## config.mk

```make
export PLATFORM = sky130hd
export DESIGN_NAME = pace_io_map
export DESIGN_NICKNAME = d
export VERILOG_FILES = /design/src/rtl/pace_io_map.sv
export SDC_FILE = /design/constraint.sdc
export NUM_CORES = 1
export LEC_CHECK = 0
export BUFFER_PORTS_ARGS = -buffer_cell sky130_fd_sc_hd__buf_2
export CAP_MARGIN = 20
export CORE_MARGIN = 5
export CORE_UTILIZATION = 39
export CTS_BUF_LIST = sky130_fd_sc_hd__clkbuf_2 sky130_fd_sc_hd__clkbuf_4 sky130_fd_sc_hd__clkbuf_8
export CTS_CLUSTER_SIZE = 40
export DETAILED_ROUTE_END_ITERATION = 8
export PLACE_DENSITY = 0.82
export SLEW_MARGIN = 40
export SYNTH_ARGS = -nofsm -noshare
export SYNTH_HDL_FRONTEND = slang
export SYNTH_SLANG_ARGS = --single-unit
```

## constraint.sdc

```tcl
create_clock -name clk -period 1.34 [get_ports clk]
set_input_delay 0.268 -clock clk [delete_from_list [all_inputs] [get_ports clk]]
set_output_delay 0.268 -clock clk [all_outputs]
set_load 0.01 [all_outputs]
```

## src/rtl/pace_io_map.sv

```systemverilog
// Maps pacemaker pace outputs read from GPIO onto the heart-model side, and heart-model sense
// events back onto GPIO bits. Pace inputs are synchronised and edge-detected, sense pulses are
// stretched to a minimum width, and per-channel pace/overrun flags are sticky.
module pace_io_map #(
  parameter int GPIO_W          = 32,
  parameter int N_PACE          = 2,
  parameter int PACE_BASE       = 31,
  parameter int N_SENSE         = 2,
  parameter int SENSE_BASE      = 29,
  parameter int SYNC_STAGES     = 2,
  parameter int SENSE_PULSE_CYC = 4
) (
  input  logic               clk,
  input  logic               rst,
  input  logic [GPIO_W-1:0]  gpio_i,
  output logic [GPIO_W-1:0]  gpio_o,
  output logic [N_PACE-1:0]  pace_level,
  output logic [N_PACE-1:0]  pace_pulse,
  input  logic [N_SENSE-1:0] sense_in,
  output logic [N_SENSE-1:0] sense_busy,
  input  logic               flag_clr,
  output logic [N_PACE-1:0]  pace_seen,
  output logic [N_SENSE-1:0] sense_ovr
);

  localparam int CNT_W    = $clog2(SENSE_PULSE_CYC + 1);
  localparam int PACE_LO  = PACE_BASE - N_PACE + 1;
  localparam int SENSE_LO = SENSE_BASE - N_SENSE + 1;
  localparam logic [CNT_W-1:0] LOAD = CNT_W'(SENSE_PULSE_CYC);

  if (PACE_LO < 0) begin : g_bad_pace_lo
    $error("pace_io_map: pace channels extend below GPIO bit 0");
  end
  if (SENSE_LO < 0) begin : g_bad_sense_lo
    $error("pace_io_map: sense channels extend below GPIO bit 0");
  end
  if (PACE_BASE >= GPIO_W || SENSE_BASE >= GPIO_W) begin : g_bad_base
    $error("pace_io_map: channel base beyond GPIO width");
  end
  if (PACE_BASE >= SENSE_LO && SENSE_BASE >= PACE_LO) begin : g_overlap
    $error("pace_io_map: pace and sense bit ranges overlap");
  end
  if (SYNC_STAGES < 2) begin : g_bad_sync
    $error("pace_io_map: SYNC_STAGES must be at least 2");
  end
  if (SENSE_PULSE_CYC < 1) begin : g_bad_pulse
    $error("pace_io_map: SENSE_PULSE_CYC must be at least 1");
  end

  logic [N_PACE-1:0]  pace_raw;
  logic [N_PACE-1:0]  pace_sync_p [SYNC_STAGES];
  logic [N_PACE-1:0]  pace_hist;
  logic [CNT_W-1:0]   sense_cnt [N_SENSE];
  logic [N_SENSE-1:0] sense_rev;
  logic               unused_gpio;

  // Channel k sits at descending bit positions from its base.
  for (genvar k = 0; k < N_PACE; k++) begin : g_pace_tap
    assign pace_raw[k] = gpio_i[PACE_BASE-k];
  end

  assign unused_gpio = ^gpio_i;

  // ---- stage: pace synchroniser chain + edge history ----
  always_ff @(posedge clk or posedge rst) begin
    if (rst) begin
      for (int s = 0; s < SYNC_STAGES; s++) pace_sync_p[s] <= '0;
      pace_hist <= '0;
    end else begin
      pace_sync_p[0] <= pace_raw;
      for (int s = 1; s < SYNC_STAGES; s++) pace_sync_p[s] <= pace_sync_p[s-1];
      pace_hist <= pace_level;
    end
  end

  assign pace_level = pace_sync_p[SYNC_STAGES-1];
  assign pace_pulse = pace_level & ~pace_hist;

  // ---- stage: sense pulse stretchers ----
  always_ff @(posedge clk or posedge rst) begin
    if (rst) begin
      for (int k = 0; k < N_SENSE; k++) sense_cnt[k] <= '0;
    end else begin
      for (int k = 0; k < N_SENSE; k++) begin
        if (sense_in[k]) begin
          sense_cnt[k] <= LOAD;
        end else if (sense_cnt[k] != '0) begin
          sense_cnt[k] <= sense_cnt[k] - CNT_W'(1);
        end
      end
    end
  end

  for (genvar k = 0; k < N_SENSE; k++) begin : g_sense_busy
    assign sense_busy[k]             = (sense_cnt[k] != '0);
    assign sense_rev[N_SENSE-1-k]    = sense_busy[k];
  end

  // ---- stage: sticky flags (a set in the same cycle as flag_clr wins) ----
  always_ff @(posedge clk or posedge rst) begin
    if (rst) begin
      pace_seen <= '0;
      sense_ovr <= '0;
    end else begin
      pace_seen <= pace_pulse | (pace_seen & ~{N_PACE{flag_clr}});
      sense_ovr <= (sense_in & sense_busy) | (sense_ovr & ~{N_SENSE{flag_clr}});
    end
  end

  // Sense channel k lands on bit SENSE_BASE-k; everything else, pace bits included, stays 0.
  assign gpio_o = GPIO_W'(sense_rev) << SENSE_LO;

endmodule

```

======== Word-level counts from Yosys, hierarchy flattened ========
Index checks and enable logic that the tools add are counted.
storage, ports and cells
  input bits .............................. 37
  output and inout port bits .............. 42
  flip-flop bits (word level) ............. 16
operators by class
  bitwise operators ....................... 8
  reduce and logical (&&, ||, !) cells .... 4
  mux-type cells .......................... 4
  add/subtract/negate cells ............... 2
operators with widths
  kind                                               count
  two-way mux 3 bit                                  4
  AND 2 bit                                          4
  nonzero test 3 bit                                 2
  subtractor 3 x 1 -> 3 bit (second input constant)  2
  inverter 2 bit                                     2
  bitwise OR 2 bit                                   2
  nonzero test 2 bit                                 2

======== Logic depth before layout (Yosys ltp) ========
  depth after elaboration ................. 3
  depth in mapped cells ................... 5
  gate-level depth less buffers ........... 5

======== Worst setup path before layout ========
OpenSTA, ideal clock, no wires.
  path type ............................... reg2out
  start point ............................. register sense_cnt[3] (netlist name)
  end point ............................... output port sense_busy[0]
  arrival ................................. 984 ps
  cell stages (with the launch flop) ...... 6
  required time ........................... 1072 ps
  slack ................................... 88 ps
  buffers on the path ..................... 1
  cell sequence ........................... dfrtp_1 > inv_1 > ha_1 > nor2b_4 > inv_2 > buf_4
on the way
  word-level cells in the longest chain between the ends .. 1
RTL lines
  what                             RTL line  RTL
  start, declared                  53        logic [CNT_W-1:0] sense_cnt [N_SENSE];
  start signal, assigned by index  88        sense_cnt[k] <= sense_cnt[k] - CNT_W'(1);
  nonzero test 3 bit               95        assign sense_busy[k] = (sense_cnt[k] != '0);
  end, declared                    20        output logic [N_SENSE-1:0] sense_busy,
Every way passes these cells.

======== Final worst setup path ========
  start point ............................. register sense_cnt[3] (netlist name)
  end point ............................... output port gpio_o[29]
on the way
  word-level cells in the longest chain between the ends .. 1
RTL lines
  what                RTL line  RTL
  nonzero test 3 bit  95
  end, declared       16        output logic [GPIO_W-1:0] gpio_o,
Every way passes these cells.

==> flow_summary.toml <==
[setup_path]
critPathKind = "flop to primary output"
critPathArrivalTime_ns = 1.28
crit_path_end_kind = "primary output"
crit_path_start_kind = "flop"
r2r_slack_ns = 0.06
crit_required_ns = 1.07
cp_max_fo = 3
timing.rr.start = "sense_cnt[4]"
timing.rr.end = "sense_cnt[5]"
rr_worst_depth = 6

[drt]
drtIter0Drc = 3
first_pass_iters = 4
drc = 0
totalWireLength_mm = 1.63
vias_per_cell = 4.04
wl_per_cell_microns = 11.3
vias = 582
final_antenna_net_count = 0

[floorplanning]
fp.dieW_microns = 58.8
die_height_microns = 58.8
rows = 17
coreArea_sq_um = 2250
pin_count = 79
die_area_sq_um = 3460
start_util = 0.412

[global_route]
grt_pass1_vias = 572
antenna_found_initial = 0
grt_pass1_wl_mm = 2.44
grt-ovfl-total = 0
grt_util_all_layers = 0.0930
grt_max_degree = 17

[synth]
synth.cell_area_sq_um = 930
ys.flop_type = "dfrtp_1"
synthTopCellsByArea = "dfrtp_1 43%, buf_4 27%, ha_1 5.4%, nor2b_1 4.0%, mux2_4 3.2%"
ys_seq_elements = 16
ys_seq_area_frac = 0.431
yosys.area.top_type = "dfrtp_1"
syn_avg_cell_area_sq_um = 10.8
synth.most_common_cell = "buf_4"
synth_common_cells = "34 x buf_4, 16 x dfrtp_1, 6 x inv_1, 6 x nor2b_1"
synth_top_area_frac = 0.431
yosysUniqueCellTypes = 18
synth-async-reset-ratio = 1.00
synth_edf_count = 0
yosysWarnings = 0
synth_cells = 86

[clock_network]
h-tree-depth = 1
clkSlewWorstSetupHoldPaths_ns = 0.10
cts_root_buf = "clkbuf_4"
clock_sinks = 16
cts.path.max_buffers = 2
clk_latency_ns = 0.29
cts_buffers = 3
cts_tree = "done"
hold_buffers = 0

[timing]
clock.fmax_mhz = 647
worst_pin_slew_ns = 0.593
min_period_over_period = 1.15
finalHoldViolations = 0
relSlewSlack = 0.605
holdWs_ns = 0.0256
fin_crit_ns = 1.55
finalMaxSlewViolations = 0
rsz0062_at_grt = "true"
worst_slack_ns = -0.206
fin_skew_ns = 0.00668
finalSetupViolCount = 4

[outcome]
outcome = "finished, violations left"
violations = "negative setup slack"

[final_layout]
nets = 158
final_core_utilization = 0.486
final_layout_size_suffix_gt1_frac = 0.405
diodes = 0
area_growth_pct = 17.8
instances_no_fill = 144

[power]
power_leakage_nw = 0.596
ir_drop_v = 0.00109
p_per_area_nw_per_um2 = 1790
fin_total_pwr_mw = 1.96

[place]
gp_congestion = 0.739
hpwl_mm = 1.18
port_buffers = 18
dpl.cell_count = 127

[worst_hold_path]
hold_path.class = "input pin to async pin"

[job]
cap_violations = 0
[cell type report]
type,instances,area (sq um)
timing repair buffer,31,213
tap,28,35.0
clock buffer,4,36.3
multi-input combinational,58,384
fill,219,1160
inverter,7,26.3
sequential,16,400
[layer usage]
metal | GRT usage | share of wire
met5 | 0 | 0
met2 | 0.181 | 0.55
met3 | 0.0307 | 0.11
met4 | 0.0291 | 0.0068
met1 | 0.0903 | 0.33
[critical path, cell delays in order, from the launching register on]
cell,delay [ns]
dfrtp_1,0.40
inv_2,0.09
ha_4,0.14
nor2b_4,0.17
inv_2,0.07
buf_6,0.12
[power breakdown]
group	internal [mW]	switching [mW]	leakage [nW]	total [mW]
clock network	0.165	0.153	0.0210	0.318
logic	0.571	0.408	0.386	0.979
registers	0.584	0.0772	0.188	0.661
[repair_timing]
action	in CTS	in global routing
resized for setup	12	1
pin swaps	2	2
buffers inserted	8	5
endpoints found under the setup margin	4	6
[worst max path at each step]
stage	slack (ns)	from	to
4_1_cts	-0.18	sense_cnt[4]	gpio_o[29]
5_1_grt	-0.28	sense_cnt[4]	gpio_o[29]
3_5_place_dp	0.02	sense_cnt[3]	gpio_o[29]
3_3_place_gp	0.07	sense_cnt[3]	gpio_o[29]
2_1_floorplan	0.09	sense_cnt[3]	sense_busy[0]
6_report	-0.21	sense_cnt[3]	gpio_o[29]
[logic make-up (layout without fill, tap and decap cells)]
kind of cell    Yosys count  in the layout  synth area share
mux                       2              2            0.0323
compound gates            8              8            0.0700
fa+ha+maj                 4              4            0.0538
other cells               1             30           0.00403
buf+inv                  41             42             0.303
flops                    16             16             0.431
simple gates             14             14             0.106
[flip-flops by register name, summed over array words and instances, names as in the netlist]
name,cells
sense_cnt,6
pace_hist,2
pace_level,2
pace_seen,2
pace_sync_p,2
sense_ovr,2
[metrics by stage]
step           TNS (ns)  cell area [sq um]  worst slack [ns]
2_1_floorplan         0               1040            0.0879
3_3_place_gp          0                908            0.0724
3_5_place_dp          0                908            0.0161
4_1_cts          -0.424               1050            -0.184
5_1_grt          -0.718               1090            -0.277
6_report         -0.470               1090            -0.206
[placed cells by master (no fill, tap or decap), types with 2 or more instances in the layout]
cell type and n:
inv_1 2, a21o_1 2, nor2b_1 5, a211o_1 2, ha_4 2, buf_6 4
buf_2 14, dfrtp_1 16, conb_1 30, a22o_1 2, inv_2 5, mux2_4 2
buf_4 13, nor2_1 4, clkbuf_4 3, ha_1 2
No activity file was read; power rests on OpenSTA's default activity.
